**config.mk**
```make
export PLATFORM = sky130hd
export DESIGN_NAME = gpu_fbuffer_scanout
export DESIGN_NICKNAME = d
export VERILOG_FILES = /design/src/rtl/gpu_fbuffer_scanout_pkg.sv /design/src/rtl/gpu_fb_pixel_shifter.sv /design/src/rtl/gpu_fbuffer_scanout.sv
export SDC_FILE = /design/constraint.sdc
export NUM_CORES = 1
export LEC_CHECK = 0
export BUFFER_PORTS_ARGS = -buffer_cell sky130_fd_sc_hd__buf_2
export CELL_PAD_IN_SITES_DETAIL_PLACEMENT = 0
export CELL_PAD_IN_SITES_GLOBAL_PLACEMENT = 1
export CORE_MARGIN = 2
export CORE_UTILIZATION = 34
export CTS_BUF_LIST = sky130_fd_sc_hd__clkbuf_4 sky130_fd_sc_hd__clkbuf_8 sky130_fd_sc_hd__clkbuf_16
export DETAILED_ROUTE_END_ITERATION = 8
export PLACE_DENSITY = 0.74
export SYNTH_ARGS = -nofsm -noshare
export SYNTH_HDL_FRONTEND = slang
export SYNTH_SLANG_ARGS = --single-unit
export TNS_END_PERCENT = 10
```
**constraint.sdc**
```tcl
create_clock -name iClock -period 3.35 [get_ports iClock]
set_clock_uncertainty 0.15 [all_clocks]
set_input_delay 0.67 -clock iClock [delete_from_list [all_inputs] [get_ports iClock]]
set_output_delay 0.67 -clock iClock [all_outputs]
set_load 0.005 [all_outputs]
```
**src/rtl/gpu_fbuffer_scanout_pkg.sv**
```systemverilog
// Shared types and constants for the framebuffer scanout block.
package gpu_fbuffer_scanout_pkg;

    localparam int FB_AW_DEF = 13;
    localparam int LCD_W_DEF = 160;
    localparam int LCD_H_DEF = 144;

    typedef enum logic [1:0] {
        SCANOUT_IDLE = 2'd0,
        SCANOUT_RUN  = 2'd1,
        SCANOUT_DONE = 2'd2
    } scanout_state_e;

    // BGP holds four 2-bit shades; colour index c selects bits [2c+1:2c].
    function automatic logic [1:0] pal_map(input logic [7:0] bgp, input logic [1:0] c);
        return bgp[{c, 1'b0} +: 2];
    endfunction

endpackage

```
**src/rtl/gpu_fb_pixel_shifter.sv**
```systemverilog
// Two-slot framebuffer word buffer: selects the current pixel out of the head word,
// maps it through the palette, and retires/promotes words as pixels are consumed.
module gpu_fb_pixel_shifter
    import gpu_fbuffer_scanout_pkg::*;
(
    input  logic        clk,
    input  logic        rst_n,
    input  logic        clear,
    input  logic        load,
    input  logic [15:0] data,
    input  logic        accept,
    input  logic [2:0]  fine,
    input  logic [2:0]  x_lo,
    input  logic [7:0]  bgp,
    output logic        cur_valid,
    output logic        nxt_valid,
    output logic [1:0]  shade
);

    logic [15:0] cur_q, cur_d, nxt_q, nxt_d;
    logic        cur_vld_q, cur_vld_d, nxt_vld_q, nxt_vld_d;
    logic [2:0]  pix_idx;
    logic [2:0]  bit_sel;
    logic [1:0]  color;
    logic        retire;

    assign pix_idx = fine + x_lo;
    assign bit_sel = 3'd7 - pix_idx;
    assign retire  = cur_vld_q && accept && (pix_idx == 3'd7);

    // Leftmost pixel lives in bit 7 of each byte; high plane supplies the colour MSB.
    assign color = {cur_q[{1'b1, bit_sel}], cur_q[{1'b0, bit_sel}]};
    assign shade = pal_map(bgp, color);

    assign cur_valid = cur_vld_q;
    assign nxt_valid = nxt_vld_q;

    always_comb begin
        cur_d     = cur_q;
        nxt_d     = nxt_q;
        cur_vld_d = cur_vld_q;
        nxt_vld_d = nxt_vld_q;
        if (retire) begin
            cur_d     = nxt_q;
            cur_vld_d = nxt_vld_q;
            nxt_vld_d = 1'b0;
        end
        // Returning data fills whichever slot is free after this cycle's retire.
        if (load) begin
            if (!cur_vld_d) begin
                cur_d     = data;
                cur_vld_d = 1'b1;
            end else begin
                nxt_d     = data;
                nxt_vld_d = 1'b1;
            end
        end
        if (clear) begin
            cur_vld_d = 1'b0;
            nxt_vld_d = 1'b0;
        end
    end

    always_ff @(posedge clk or negedge rst_n) begin
        if (!rst_n) begin
            cur_q     <= '0;
            nxt_q     <= '0;
            cur_vld_q <= 1'b0;
            nxt_vld_q <= 1'b0;
        end else begin
            cur_q     <= cur_d;
            nxt_q     <= nxt_d;
            cur_vld_q <= cur_vld_d;
            nxt_vld_q <= nxt_vld_d;
        end
    end

endmodule

```
**src/rtl/gpu_fbuffer_scanout.sv**
```systemverilog
// Framebuffer scanout: crops a scrolled 160x144 window out of the 256x256 2bpp background
// and streams palette-mapped shades to the LCD over a valid/ready interface.
//   state        | meaning
//   SCANOUT_IDLE | waiting for iEnable; scroll and palette captured on start
//   SCANOUT_RUN  | fetching words and streaming pixels
//   SCANOUT_DONE | one-cycle oFrameDone pulse
module gpu_fbuffer_scanout
    import gpu_fbuffer_scanout_pkg::*;
#(
    parameter int FB_AW = FB_AW_DEF,
    parameter int LCD_W = LCD_W_DEF,
    parameter int LCD_H = LCD_H_DEF
) (
    input  logic             iClock,
    input  logic             iReset_n,
    input  logic             iEnable,
    input  logic [7:0]       iScx,
    input  logic [7:0]       iScy,
    input  logic [7:0]       iBgp,
    output logic [FB_AW-1:0] oFbAddr,
    output logic             oFbRe,
    input  logic [15:0]      iFbData,
    output logic [1:0]       oPixel,
    output logic             oValid,
    input  logic             iReady,
    output logic             oLineStart,
    output logic             oFrameStart,
    output logic             oFrameDone,
    output logic             oBusy
);

    scanout_state_e state_q, state_d;
    logic [7:0] scx_q, scx_d;
    logic [7:0] scy_q, scy_d;
    logic [7:0] bgp_q, bgp_d;
    logic [7:0] x_q, x_d;
    logic [7:0] y_q, y_d;
    logic [4:0] fetch_q, fetch_d;
    logic       rd_pend_q, rd_pend_d;

    logic       run;
    logic       beat;
    logic       line_end;
    logic       frame_end;
    logic       issue;
    logic       slot_clear;
    logic       cur_valid;
    logic       nxt_valid;
    logic [1:0] shade;
    logic [4:0] words_line;
    logic [7:0] line_y;
    logic [4:0] word_col;

    assign run        = (state_q == SCANOUT_RUN);
    assign beat       = oValid && iReady;
    assign line_end   = beat && (x_q == 8'(LCD_W - 1));
    assign frame_end  = line_end && (y_q == 8'(LCD_H - 1));
    // A fine-scrolled line straddles one extra word.
    assign words_line = 5'(LCD_W / 8) + {4'd0, |scx_q[2:0]};
    assign issue      = run && !rd_pend_q && !nxt_valid && (fetch_q < words_line) && !line_end;
    // A response still in flight at line end belongs to the old line and is dropped here.
    assign slot_clear = line_end || !run;
    assign line_y     = scy_q + y_q;
    assign word_col   = scx_q[7:3] + fetch_q;

    gpu_fb_pixel_shifter u_shifter (
        .clk       (iClock),
        .rst_n     (iReset_n),
        .clear     (slot_clear),
        .load      (rd_pend_q),
        .data      (iFbData),
        .accept    (beat),
        .fine      (scx_q[2:0]),
        .x_lo      (x_q[2:0]),
        .bgp       (bgp_q),
        .cur_valid (cur_valid),
        .nxt_valid (nxt_valid),
        .shade     (shade)
    );

    always_comb begin
        state_d   = state_q;
        scx_d     = scx_q;
        scy_d     = scy_q;
        bgp_d     = bgp_q;
        x_d       = x_q;
        y_d       = y_q;
        fetch_d   = fetch_q;
        rd_pend_d = issue;
        case (state_q)
            SCANOUT_IDLE: begin
                if (iEnable) begin
                    scx_d   = iScx;
                    scy_d   = iScy;
                    bgp_d   = iBgp;
                    x_d     = '0;
                    y_d     = '0;
                    fetch_d = '0;
                    state_d = SCANOUT_RUN;
                end
            end
            SCANOUT_RUN: begin
                if (issue) begin
                    fetch_d = fetch_q + 5'd1;
                end
                if (beat) begin
                    x_d = x_q + 8'd1;
                end
                if (line_end) begin
                    x_d     = '0;
                    fetch_d = '0;
                    bgp_d   = iBgp;
                    if (frame_end) begin
                        state_d = SCANOUT_DONE;
                    end else begin
                        y_d = y_q + 8'd1;
                    end
                end
            end
            SCANOUT_DONE: begin
                y_d     = '0;
                state_d = SCANOUT_IDLE;
            end
            default: state_d = SCANOUT_IDLE;
        endcase
    end

    always_ff @(posedge iClock or negedge iReset_n) begin
        if (!iReset_n) begin
            state_q   <= SCANOUT_IDLE;
            scx_q     <= '0;
            scy_q     <= '0;
            bgp_q     <= '0;
            x_q       <= '0;
            y_q       <= '0;
            fetch_q   <= '0;
            rd_pend_q <= 1'b0;
        end else begin
            state_q   <= state_d;
            scx_q     <= scx_d;
            scy_q     <= scy_d;
            bgp_q     <= bgp_d;
            x_q       <= x_d;
            y_q       <= y_d;
            fetch_q   <= fetch_d;
            rd_pend_q <= rd_pend_d;
        end
    end

    assign oFbRe       = issue;
    assign oFbAddr     = issue ? {line_y, word_col} : '0;
    assign oValid      = run && cur_valid;
    assign oPixel      = oValid ? shade : 2'd0;
    assign oLineStart  = oValid && (x_q == 8'd0);
    assign oFrameStart = oLineStart && (y_q == 8'd0);
    assign oFrameDone  = (state_q == SCANOUT_DONE);
    assign oBusy       = (state_q != SCANOUT_IDLE);

endmodule

```
==> reports/metrics.cfg, run 1 <==
[status]
status=complete, but fails checks
violations=setup timing

[synthesis]
syn_nets=456
synth_area_leaders=dfrtp_1 (45%), mux2_2 (15%), ha_1 (4.7%), mux4_2 (3.0%), mux2_4 (2.6%)
synth-seq-area-share=0.4503
syn_area_per_cell_um2=11.62
syn-cell-area_mm2=0.004557
yosys_warnings=0
yosysTopAreaCell=dfrtp_1
synth_edf_count=0
synthCells=392
ys_ff_latch=82
async_flop_share=1.000
netlist.area_leader.share=0.4503
ys.flop_type=dfrtp_1
synth_cell_types=55

[clock_network]
cts_setup_buffers=0
numCtsBuffers=9
cts.htree.levels=3
clkSlewWorstSetupHoldPaths_ns=0.06
hold_buffers=0
cts_buffer_depth=2
cts_tree=yes
clock_sinks=82
clock_latency_ns=0.35
cts-root-buf=clkbuf_16

[drt]
dr_total_vias=3272
drc=0
detail_route.wl_per_cell_um=15.10
ant_nets=0
drtIter0Drc=123
avgViaCountPerCell=5.049
finalWirelength_mm=9.782
drt_first_pass_iters=4

[place]
io_buffers=64
gp_congestion=0.8234
dp_hpwl_mm=7.063
place_ws_ns=0.04563

[global_routing]
grtUsageMet3=0.04278
grtUsageMet2=0.2368
antenna_found_initial=0
grt_first_pass_wirelength_mm=16.33
grt.met1_usage=0.1847
first_global_vias=3285
grt_use_total=0.1449
grt_overflow=0
grt_max_degree=83
top_usage_layer=met2

[hold_path]
hold_path.class=in -> async

[setup_path]
critical_path_class=reg -> out
cp.buffers_inverters=3
crit_chain=ha_1 -> inv_1 -> fa_2 -> mux4_2 -> mux2i_1 -> buf_4 -> mux4_2 -> and2_4 -> buf_2
start_kind=flop
crit_slowest_cell=mux4_2
crit_top_cell=mux4_2
arrival_ns=2.83
worstPathMaxFanout=3
crit_required_ns=2.53
path_delay_family=multiplexers
slowest_delay_ns=0.48
worst_setup_path_end_kind=output port

[run]
maxCapViolations=0

[sta]
rsz0062_at_grt=yes
finalHoldViolCount=0
finalSetupViolCount=2
setup_tns_ns=-0.5981
slew_headroom=0.3062
fin_crit_sh=1.089
final.min_clock_period_ns=3.650
setup_ws_ns=-0.2997
worst_pin_slew_ns=1.041
max_freq_mhz=274.0
final_max_slew_viol_count=0

[die]
dieHeight_um=119.8
start_util=0.3455
row_count=42
coreArea_mm2=0.01319
io_pins=65
dieArea_mm2=0.01434
die-width_um=119.8

[cells_and_area]
layout-drive-gt1-share=0.3771
syn_to_final_growth_pct=19.93
multi_input_area_mm2=0.002371
layout.nets=531
n_fill_cell=1289
seq_area_mm2=0.002053
diodes=0

[pwr]
powerDensity_mw_per_mm2=775.7
power.leakage_nw=2.580
peakVddDrop_uv=419.9

worst reg2reg max path, delay by kind of cell (launching register included):
| kind | cells | cell delay [ns] |
|---|---|---|
| fa+ha+maj | 2 | 0.65 |
| mux | 2 | 0.64 |
| simple gates | 2 | 0.60 |
| flops | 1 | 0.39 |
| buf+inv | 2 | 0.23 |
synth_stat cells (all sizes together), types with 4 or more instances:
cell type / number
nor4: 4
nor3: 6
a31oi: 7
nand2: 16
mux2i: 6
a21oi: 12
dfrtp: 82
and3: 6
nor2: 32
mux2: 70
buf: 8
a21o: 4
xor2: 6
ha: 17
nand3: 14
xnor2: 8
inv: 23
o21ai: 21
mux4: 6
stage by stage:
stage	power [mW]	area (um^2)	instances	utilization	hold slack, ns
floorplan	2.725	4557	392	-	0.2244
global placement	3.116	5116	632	0.3879	0.3351
detailed placement	3.176	5116	632	0.3879	0.3427
CTS	4.290	5449	648	0.4131	0.3568
global route	4.545	5465	648	0.4143	0.3679
finish	4.240	5465	648	0.4143	0.3407
state kept, by name, summed over array words and instances, names as in the netlist:
signal               flops
state_q                  2
bgp_q                    8
u_shifter.cur_valid      1
x_q                      8
scy_q                    8
u_shifter.nxt_q         16
u_shifter.cur_q         16
u_shifter.nxt_valid      1
fetch_q                  5
scx_q                    8
y_q                      8
rd_pend_q                1
report_power, final:
group	total [mW]	internal (mW)	switching [mW]
registers	1.55	1.30	0.252
clock network	1.09	0.674	0.414
logic	1.60	0.945	0.652
total	4.24	2.92	1.32
layout by cell type, fill, tap and decap left out, types with 2 or more instances in the layout:
| master | Yosys | final |
|---|---|---|
| a21o_1 | 4 | 4 |
| a21oi_1 | 12 | 11 |
| a31oi_1 | 7 | 7 |
| and3_1 | 6 | 6 |
| and4_1 | 2 | 2 |
| buf_2 | 2 | 63 |
| buf_4 | 2 | 12 |
| bufinv_16 | 0 | 2 |
| clkbuf_16 | 0 | 9 |
| clkinv_4 | 0 | 2 |
| dfrtp_1 | 82 | 81 |
| fa_1 | 3 | 2 |
| ha_1 | 17 | 17 |
| inv_1 | 23 | 23 |
| mux2_1 | 2 | 2 |
| mux2_2 | 60 | 60 |
| mux2_4 | 8 | 8 |
| mux2i_1 | 5 | 5 |
| mux4_2 | 6 | 6 |
| nand2_1 | 15 | 15 |
| nand2b_1 | 2 | 2 |
| nand3_1 | 14 | 14 |
| nand4_1 | 3 | 3 |
| nor2_1 | 30 | 30 |
| nor2_4 | 2 | 2 |
| nor2b_1 | 3 | 3 |
| nor3_1 | 5 | 5 |
| nor4_1 | 4 | 4 |
| o21a_1 | 2 | 2 |
| o21ai_0 | 21 | 21 |
| o21bai_1 | 3 | 2 |
| o31ai_1 | 2 | 2 |
| or3_1 | 2 | 2 |
| xnor2_1 | 8 | 8 |
| xor2_1 | 6 | 6 |
logic make-up (layout without fill, tap and decap cells):
| kind of cell | after synthesis | in the layout | synth area share |
|---|---|---|---|
| xor+xnor | 15 | 15 | 0.03213 |
| mux | 82 | 82 | 0.2252 |
| buf+inv | 34 | 114 | 0.03350 |
| compound gates | 61 | 61 | 0.08265 |
| simple gates | 98 | 98 | 0.1164 |
| flops | 82 | 82 | 0.4503 |
| fa+ha+maj | 20 | 20 | 0.05986 |
layout make-up:
type                       instances  share of cell area
timing repair buffer              75             0.07418
tap                              176             0.04029
inverter                          23             0.01580
clock buffer                      10             0.04373
sequential                        82              0.3757
multi-input combinational        276              0.4338
clock inverter                     6             0.01648
routing by layer:
| metal | part of all wire | wire length [um] |
|---|---|---|
| met1 | 0.47 | 4608 |
| met2 | 0.48 | 4711 |
| met3 | 0.036 | 349 |
| met4 | 0.012 | 113 |
| met5 | 0 | 0 |
path summary, 6_finish.rpt:
kind                                           from                   to  slack [ns]  cells past startpoint
max in group asynchronous                  iReset_n               y_q[0]        2.00                      1
worst max register to register             scx_q[0]   u_shifter.nxt_q[2]        0.57                      8
worst max-delay path                       scx_q[0]            oPixel[1]       -0.30                      9
worst min register to register  u_shifter.nxt_q[15]  u_shifter.nxt_q[15]        0.35                      1
min in group iClock             u_shifter.nxt_q[15]  u_shifter.nxt_q[15]        0.35                      1
worst min-delay path                       iReset_n             scy_q[3]        0.34                      1
timing repair:
item                       in CTS  in global routing
gates resized for setup         2                  5
pin swaps                       1                  0
setup endpoints to repair       3                  3
Power figures use the tool's default switching activity.
==> run 2, diff against run 1 <==
--- a/config.mk
+++ b/config.mk
@@ -9,10 +9,10 @@
 export CELL_PAD_IN_SITES_DETAIL_PLACEMENT = 0
 export CELL_PAD_IN_SITES_GLOBAL_PLACEMENT = 1
 export CORE_MARGIN = 2
-export CORE_UTILIZATION = 34
+export CORE_UTILIZATION = 41
 export CTS_BUF_LIST = sky130_fd_sc_hd__clkbuf_4 sky130_fd_sc_hd__clkbuf_8 sky130_fd_sc_hd__clkbuf_16
 export DETAILED_ROUTE_END_ITERATION = 8
-export PLACE_DENSITY = 0.74
+export PLACE_DENSITY = 0.84
 export SYNTH_ARGS = -nofsm -noshare
 export SYNTH_HDL_FRONTEND = slang
 export SYNTH_SLANG_ARGS = --single-unit
==> reports/metrics.cfg, run 2 (synthesis gave the netlist of run 1 again) <==
[clock_network]
clock_latency_ns=0.36
hold_buffers=0
cts-root-buf=clkbuf_8
cts_tree=yes
clock_sinks=82
numCtsBuffers=9
clkSlewWorstSetupHoldPaths_ns=0.09
cts_buffer_depth=2
cts.htree.levels=3

[drt]
dr_total_vias=3290
drtIter0Drc=161
avgViaCountPerCell=5.367
drt_first_pass_iters=4
detail_route.wl_per_cell_um=15.18
ant_nets=0
drc=0
finalWirelength_mm=9.303

[sta]
final.min_clock_period_ns=3.677
fin_crit_sh=1.098
finalSetupViolCount=2
rsz0062_at_grt=yes
slew_headroom=0.3252
final_max_slew_viol_count=0
whs_ns=0.3275
finalHoldViolCount=0
max_freq_mhz=272.0
setup_ws_ns=-0.3267
worst_pin_slew_ns=1.012

[cells_and_area]
reg.largest.list=u_shifter.cur_q x16, u_shifter.nxt_q x16
final_area_mm2=0.005305
diodes=0
layout.nets=532
n_fill_cell=1007
layout_commonest_cell=dfrtp_1
layout_common_cells=dfrtp_1 (81), buf_2 (63), mux2_2 (60)
multi_input_area_mm2=0.002369
syn_to_final_growth_pct=16.42
fin_util=0.4894
layout-drive-gt1-share=0.3763
seq_area_mm2=0.002053
fin_cells=613

[die]
dieHeight_um=109.4
coreArea_mm2=0.01084
dieArea_mm2=0.01197
io_pins=65
row_count=38
die-width_um=109.4
start_util=0.4204

[place]
gp_congestion=0.8101
placed_area_mm2=0.005071
dpl.cell_count=596
io_buffers=64
dp_hpwl_mm=6.850

[setup_path]
worst_setup_path_end_kind=output port
worstPathMaxFanout=3
critical_path_class=reg -> out
arrival_ns=2.86
start_kind=flop
crit_required_ns=2.53

[global_routing]
grt_first_pass_wirelength_mm=15.40
antenna_found_initial=0
grt_max_degree=83
grt_use_total=0.1645
grt_overflow=0
first_global_vias=3255

[status]
status=complete, but fails checks
violations=setup timing

[hold_path]
hold_path.class=in -> async

[pwr]
power.leakage_nw=2.531
peakVddDrop_uv=396.4
powerDensity_mw_per_mm2=734.6

[run]
maxCapViolations=0

run 2: cell types whose count changed in the layout (fill, tap and decap cells not counted), sizes merged:
cell and delta:
inv +3, bufinv -1, clkinv -2, buf +1
run 2: critical path: stages (launching register included):
cell     delay (ns)
dfrtp_1        0.39
ha_1           0.20
inv_1          0.07
fa_2           0.47
mux4_2         0.31
mux2i_1        0.15
buf_4          0.15
mux4_2         0.48
and2_1         0.16
buf_2          0.12
run 2: final timing paths:
kind,slack (ns),cells after the start,to,startpoint
max,-0.33,9,oPixel[1],scx_q[0]
min,0.33,1,scy_q[4],iReset_n
max reg2reg,0.55,8,u_shifter.nxt_q[9],scx_q[0]
min reg2reg,0.37,1,u_shifter.nxt_q[8],u_shifter.nxt_q[8]
max in group asynchronous,2.02,1,y_q[0],iReset_n
min in group iClock,0.37,1,u_shifter.nxt_q[8],u_shifter.nxt_q[8]
run 2: per-stage QoR:
| step | setup TNS, ns | setup WS [ns] | total power [mW] |
|---|---|---|---|
| final | -0.6529 | -0.3267 | 3.897 |
| after global routing | -0.9680 | -0.4851 | 4.200 |
| after CTS | -0.6910 | -0.3464 | 3.937 |
| after detailed placement | 0 | 0.02464 | 3.169 |
| after global placement | 0 | 0.1007 | 3.092 |
| after floorplan | 0 | 0.09541 | 2.725 |
run 2: area by class of cell:
class / count / share of cell area
clock buffers: 10 / 0.02594
clock inverters: 6 / 0.01344
inverters: 23 / 0.01627
multi-input cells: 276 / 0.4465
flip-flops and latches: 82 / 0.3870
well taps: 140 / 0.03302
repair buffers: 76 / 0.07783
run 2: power by group:
| part | total (mW) | internal [mW] | switching, mW |
|---|---|---|---|
| sequential | 1.56 | 1.30 | 0.257 |
| clock | 0.756 | 0.374 | 0.383 |
| combinational | 1.58 | 0.929 | 0.654 |
run 2: repair_timing:
action	4_1_cts	5_1_grt
setup endpoints to repair	2	3
cloned	0	0
buffers inserted	1	0
gates resized for setup	1	5
run 2: routing by layer:
layer  up-vias  global-route usage  share of wire
met4         0             0.03526         0.0073
met2        70              0.2756           0.50
met3         6             0.04090          0.044
li1       1578                   -              -
met1      1636              0.2166           0.45
met5         -                   0              0
